===== src/rtl/lshift_pipe.sv =====
// Three-stage elastic left shifter (4 / 2 / 1 bit stages) with valid/ready handshake.
// Define LSHIFT_ROTATE_EN to make every stage rotate left instead of zero-filling.
module lshift_pipe (
    input  logic       clk,
    input  logic       rst,
    input  logic       in_valid,
    output logic       in_ready,
    input  logic [7:0] in,
    input  logic [2:0] shmag,
    output logic       out_valid,
    input  logic       out_ready,
    output logic [7:0] out
);

    logic       v1;
    logic       v2;
    logic       v3;
    logic [7:0] d1;
    logic [7:0] d2;
    logic [7:0] d3;
    logic [1:0] m1;
    logic       m2;

    logic       rdy1;
    logic       rdy2;
    logic       rdy3;

    logic [7:0] s1_data;
    logic [7:0] s2_data;
    logic [7:0] s3_data;

    // A stage can take a new word if it is empty or its occupant moves on this cycle.
    assign rdy3 = !v3 | out_ready;
    assign rdy2 = !v2 | rdy3;
    assign rdy1 = !v1 | rdy2;

    assign in_ready  = rdy1 & !rst;
    assign out_valid = v3;
    assign out       = d3;

    always_comb begin
        s1_data = in;
        s2_data = d1;
        s3_data = d2;
`ifdef LSHIFT_ROTATE_EN
        if (shmag[2]) s1_data = {in[3:0], in[7:4]};
        if (m1[1])    s2_data = {d1[5:0], d1[7:6]};
        if (m2)       s3_data = {d2[6:0], d2[7]};
`else
        if (shmag[2]) s1_data = {in[3:0], 4'b0000};
        if (m1[1])    s2_data = {d1[5:0], 2'b00};
        if (m2)       s3_data = {d2[6:0], 1'b0};
`endif
    end

    // Data and shift bits only load alongside a valid word; bubbles leave them untouched.
    always_ff @(posedge clk or posedge rst) begin
        if (rst) begin
            v1 <= 1'b0;
            v2 <= 1'b0;
            v3 <= 1'b0;
            d1 <= 8'h00;
            d2 <= 8'h00;
            d3 <= 8'h00;
            m1 <= 2'b00;
            m2 <= 1'b0;
        end else begin
            if (rdy1) begin
                v1 <= in_valid;
                if (in_valid) begin
                    d1 <= s1_data;
                    m1 <= shmag[1:0];
                end
            end
            if (rdy2) begin
                v2 <= v1;
                if (v1) begin
                    d2 <= s2_data;
                    m2 <= m1[0];
                end
            end
            if (rdy3) begin
                v3 <= v2;
                if (v2) begin
                    d3 <= s3_data;
                end
            end
        end
    end

endmodule


===== config.mk =====
export PLATFORM = sky130hd
export DESIGN_NAME = lshift_pipe
export DESIGN_NICKNAME = d
export VERILOG_FILES = /design/src/rtl/lshift_pipe.sv
export SDC_FILE = /design/constraint.sdc
export NUM_CORES = 1
export LEC_CHECK = 0
export ABC_CLOCK_PERIOD_IN_PS = 1600
export BUFFER_PORTS_ARGS = -buffer_cell sky130_fd_sc_hd__clkbuf_2
export CAP_MARGIN = 20
export CORE_ASPECT_RATIO = 1.5
export CORE_MARGIN = 3
export CORE_UTILIZATION = 43
export DETAILED_ROUTE_END_ITERATION = 16
export GPL_TIMING_DRIVEN = 1
export SLEW_MARGIN = 20
export SYNTH_ARGS = -nofsm -noshare
export SYNTH_HDL_FRONTEND = slang
export SYNTH_SLANG_ARGS = --single-unit

===== constraint.sdc =====
create_clock -name clk -period 1.6 [get_ports clk]
set_input_delay 0.08 -clock clk [delete_from_list [all_inputs] [get_ports clk]]
set_output_delay 0.08 -clock clk [all_outputs]
set_load 0.01 [all_outputs]

# ---- Word-level counts from Yosys, hierarchy flattened
# Index checks and enable logic that the tools add are counted.
# Widths: inputs -> output; s select.
dict set report op_classes {
  reduce_logical 7
  muxes 3
  bitwise 4
}
# operator n
set ops {}
lappend ops {{$mux 8} 3}
lappend ops {{$reduce_and 2->1} 3}
lappend ops {{$logic_not 1->1} 4}
lappend ops {{$or 1x1->1} 3}
lappend ops {{$and 1x1->1} 1}
dict set report totals {
  reg_bits 30
  in_bits 15
  output_inout_bits 10
  wordCells 22
}

# ---- Longest topological paths before layout
dict set report depth {
  depth_word 5
  depth_mapped 5
  depth_no_buf 3
}

# ---- Worst setup path before layout
# No wires, ideal clock.
dict set report synth_path {
  kind {reg-to-reg}
  start {register v3 (netlist: out_valid)}
  end {register d3[0] (netlist: out[0])}
  path_stages_with_launch 6
  required_time_ps 1475
  n_path_buf 2
  period_less_slack_ps 1292
  arrival_ps 1167
  setup_time_ps 125
  slack_ps 308
  cell_sequence {dfrtp_1 nand2b_1 buf_6 and2_1 buf_6 mux2_4}
}
dict set report synth_via {
  elab_chain_len 3
}
# element line
set synth_rtl {}
lappend synth_rtl {{start, declared} 17} ;# logic v3;
lappend synth_rtl {{start signal, assigned} 83} ;# v3 <= v2;
lappend synth_rtl {{$logic_not 1->1} 33} ;# assign rdy3 = !v3 | out_ready;
lappend synth_rtl {{$or 1x1->1} 33}
lappend synth_rtl {{$reduce_and 2->1 (no line)} -}
lappend synth_rtl {{end signal, assigned} 85} ;# d3 <= s3_data;
lappend synth_rtl {{end, declared} 20} ;# logic [7:0] d3;
# Every way passes these cells.
# A chain may end at the register's enable or synchronous reset.

# ---- Worst setup path in the final report
dict set report layout_path {
  start {register v3 (netlist: out_valid)}
  end {output in_ready}
}
dict set report layout_via {
  elab_chain_len 5
}
# element line
set layout_rtl {}
lappend layout_rtl {{$logic_not 1->1} 33}
lappend layout_rtl {{$or 1x1->1} 33}
lappend layout_rtl {{$or 1x1->1} 34} ;# assign rdy2 = !v2 | rdy3;
lappend layout_rtl {{$or 1x1->1} 35} ;# assign rdy1 = !v1 | rdy2;
lappend layout_rtl {{$and 1x1->1} 37} ;# assign in_ready = rdy1 & !rst;
lappend layout_rtl {{end, declared} 7} ;# output logic in_ready,
# Every way passes these cells.

==> impl_metrics.xml <==
<?xml version="1.0" encoding="UTF-8"?>
<metrics>
  <group name="job">
    <metric name="drv_cap" unit="">0</metric>
  </group>
  <group name="critical_path">
    <metric name="critPathMaxFanout" unit="">10</metric>
    <metric name="crit_type" unit="">reg2out</metric>
    <metric name="worstPathArrival" unit="ns">1.28</metric>
    <metric name="setup_crit_start_kind" unit="">register</metric>
    <metric name="worstPathRequired" unit="ns">1.52</metric>
    <metric name="worst_setup_path_end_kind" unit="">output port</metric>
    <metric name="worst_path_cell_trace" unit="">nand4b_1 &gt; buf_4 &gt; and2_1 &gt; clkbuf_2</metric>
    <metric name="critical_path.slowest_cell" unit="">sky130_fd_sc_hd__dfrtp_1</metric>
    <metric name="max_stage_delay_on_crit_path" unit="ns">0.39</metric>
  </group>
  <group name="routing">
    <metric name="ant_nets" unit="">0</metric>
    <metric name="detailedRoute.firstPassIterationCount" unit="">4</metric>
    <metric name="viasPerCell" unit="">5.12</metric>
    <metric name="route.detailed.drc" unit="">0</metric>
    <metric name="wire_per_inst" unit="µm">14.1</metric>
    <metric name="routed_wirelength" unit="µm">2630</metric>
    <metric name="route.vias.total" unit="">958</metric>
    <metric name="detail_route.iter0.violations" unit="">34</metric>
  </group>
  <group name="worst_hold_path">
    <metric name="hold_path.class" unit="">in2reg</metric>
  </group>
  <group name="place">
    <metric name="hpwlAfterDp" unit="µm">1960</metric>
    <metric name="dp_slack" unit="ns">0.360</metric>
    <metric name="io_buffers" unit="">24</metric>
    <metric name="placed_area" unit="µm²">1550</metric>
    <metric name="place.gp.congestion" unit="">0.721</metric>
  </group>
  <group name="synthesis">
    <metric name="synth.net_count" unit="">134</metric>
    <metric name="postSynthAreaPerCell" unit="µm²">11.7</metric>
    <metric name="synth_seq_area_share" unit="">0.541</metric>
    <metric name="synth-warning-count" unit="">0</metric>
    <metric name="syn-instance-count" unit="">119</metric>
    <metric name="cell_area_synth" unit="µm²">1390</metric>
    <metric name="library_cells_used_by_synthesis" unit="">18</metric>
    <metric name="synth-seq-cells" unit="">30</metric>
  </group>
  <group name="power_and_ir_drop">
    <metric name="leakagePower" unit="nW">0.775</metric>
    <metric name="p_per_area" unit="nW/µm²">1290</metric>
    <metric name="irDropWorstVdd" unit="mV">0.695</metric>
    <metric name="total_power" unit="mW">2.12</metric>
  </group>
  <group name="die">
    <metric name="floorplan.rows" unit="">24</metric>
    <metric name="core_region_area" unit="µm²">3000</metric>
    <metric name="die_h" unit="µm">75.6</metric>
    <metric name="initial_cell_density_of_the_core" unit="">0.463</metric>
    <metric name="die_width" unit="µm">52.4</metric>
    <metric name="design.die.area" unit="µm²">3960</metric>
    <metric name="io-pin-count" unit="">25</metric>
  </group>
  <group name="outcome">
    <metric name="status" unit="">finished clean</metric>
  </group>
  <group name="sta">
    <metric name="worstMarginPinSlew" unit="ns">0.423</metric>
    <metric name="finalWorstSetupSlack" unit="ns">0.243</metric>
    <metric name="grt_setup_unrepaired" unit="">no</metric>
    <metric name="setup_viol" unit="">0</metric>
    <metric name="post_route_skew" unit="ns">0.00839</metric>
    <metric name="achievable_clock_frequency" unit="MHz">737</metric>
    <metric name="period_share" unit="">0.848</metric>
    <metric name="slew_violations" unit="">0</metric>
    <metric name="hold_viol_final" unit="">0</metric>
    <metric name="post-route-min-period" unit="ns">1.36</metric>
    <metric name="relSlewSlack" unit="">0.718</metric>
    <metric name="setup_total_negative_slack" unit="ns">0</metric>
  </group>
  <group name="layout">
    <metric name="design.final.nets" unit="">163</metric>
    <metric name="antenna_cell_count" unit="">0</metric>
    <metric name="post_route_cells_drive_above_1_share" unit="">0.324</metric>
    <metric name="finalInstanceArea" unit="µm²">1640</metric>
    <metric name="layout-area-overhead-vs-synth" unit="%">18.1</metric>
    <metric name="layout_commonest_cell" unit="">sky130_fd_sc_hd__dfrtp_1</metric>
    <metric name="layout_common_cells" unit="">sky130_fd_sc_hd__dfrtp_1 (30), sky130_fd_sc_hd__a21oi_1 (24), sky130_fd_sc_hd__clkbuf_2 (24)</metric>
  </group>
  <group name="clock_network">
    <metric name="root_buffer" unit="">sky130_fd_sc_hd__clkbuf_8</metric>
    <metric name="cts.htree.levels" unit="">2</metric>
    <metric name="postCtsSetupRepairBufs" unit="">0</metric>
    <metric name="clock_tree.buffer_depth" unit="">2</metric>
    <metric name="tritoncts.num_buffers" unit="">5</metric>
    <metric name="clk_transition_reported_paths" unit="ns">0.06</metric>
    <metric name="clock_sink_count" unit="">30</metric>
    <metric name="cts_tree" unit="">built</metric>
    <metric name="clk_latency" unit="ns">0.28</metric>
  </group>
  <group name="grt">
    <metric name="global_route.overflow_total" unit="">0</metric>
    <metric name="globalRoute.busiestLayer" unit="">met2</metric>
    <metric name="grt_max_degree" unit="">31</metric>
    <metric name="global_route.usage.total" unit="">0.157</metric>
    <metric name="groute.layer.met3.usage" unit="">0.0411</metric>
    <metric name="grt_util_met2" unit="">0.287</metric>
    <metric name="gr-usage-met1" unit="">0.148</metric>
    <metric name="initial_antenna_violation_count" unit="">0</metric>
    <metric name="first_pass_grt_wire_length" unit="µm">4370</metric>
    <metric name="first_global_vias" unit="">987</metric>
  </group>
</metrics>
## where the power goes
group	internal [mW]	leakage (nW)	switching, mW
clock	0.291	0.0438	0.276
sequential	0.923	0.348	0.138
combinational	0.257	0.383	0.231
total	1.47	0.775	0.645
## area by class of cell
cell class                      instances  area [µm²]
Fill cell                             279        1360
Tap cell                               39        48.8
Clock buffer                            5        68.8
Inverter                                1        3.75
Clock inverter                          2        10.0
Sequential cell                        30         751
Timing Repair Buffer                   32         183
Multi-Input combinational cell         78         576
## layer usage
| metal | vias to the layer above | wire, µm |
|---|---|---|
| li1 | 482 | - |
| met3 | 8 | 113 |
| met2 | 25 | 1460 |
| met4 | 0 | 78 |
| met1 | 443 | 982 |
| met5 | - | 0 |
## critical path, delay by kind of cell (launching register included)
| family | cells | cell delay [ns] |
|---|---|---|
| simple gates | 2 | 0.29 |
| buf+inv | 2 | 0.31 |
| flops | 1 | 0.39 |
## cells by family after synthesis
group           Yosys count  synth area share
compound gates           34             0.132
flops                    30             0.541
mux                      27             0.206
simple gates             17            0.0766
buf+inv                  11            0.0450
## Yosys cell counts
cell type,instances,area [µm²]
sky130_fd_sc_hd__dfrtp_1,30,751
sky130_fd_sc_hd__mux2i_1,17,170
sky130_fd_sc_hd__mux2_2,9,101
sky130_fd_sc_hd__clkbuf_2,1,5.00
sky130_fd_sc_hd__inv_1,1,3.75
sky130_fd_sc_hd__or2b_1,1,7.51
sky130_fd_sc_hd__nor2b_1,7,43.8
sky130_fd_sc_hd__mux2_4,1,15.0
sky130_fd_sc_hd__and2_1,2,12.5
sky130_fd_sc_hd__nand4b_1,1,8.76
sky130_fd_sc_hd__clkbuf_1,3,11.3
sky130_fd_sc_hd__a31oi_1,10,62.6
sky130_fd_sc_hd__nand2_1,2,7.51
sky130_fd_sc_hd__nand2b_1,3,18.8
sky130_fd_sc_hd__nand3b_1,1,7.51
sky130_fd_sc_hd__buf_6,2,22.5
sky130_fd_sc_hd__buf_2,4,20.0
sky130_fd_sc_hd__a21oi_1,24,120
## sequential cells by signal (all words and copies together) (netlist names)
register   flops
d1             8
d2             8
m1             2
m2             1
out            8
out_valid      1
v1             1
v2             1
## repair_timing
| item | CTS | global route |
|---|---|---|
| gates resized for setup | 0 | 0 |
| hold buffers | 1 | 0 |
| setup endpoints to repair | 0 | 0 |
| hold endpoints to repair | 30 | 0 |
## path summary, 6_finish.rpt
path	cells past startpoint	start	endpoint	slack, ns
setup reg to reg	3	out_valid	m1[1]	0.34
hold reg to reg	1	m1[0]	m2	0.51
setup / recovery	4	out_valid	in_ready	0.24
hold / removal	2	shmag[0]	m1[0]	0.03
max in group asynchronous	4	rst	d2[0]	0.90
min in group asynchronous	4	rst	d2[2]	0.42
## stage by stage
step | std cells | hold slack [ns] | utilization
after global placement | 179 | 0.162 | 0.517
after detailed placement | 179 | 0.180 | 0.517
final | 187 | 0.0312 | 0.546
after CTS | 187 | 0.0269 | 0.546
after floorplan | 119 | 0.176 | -
after global routing | 187 | 0.0435 | 0.546
Note: power is estimated with default switching activity, not from simulation.
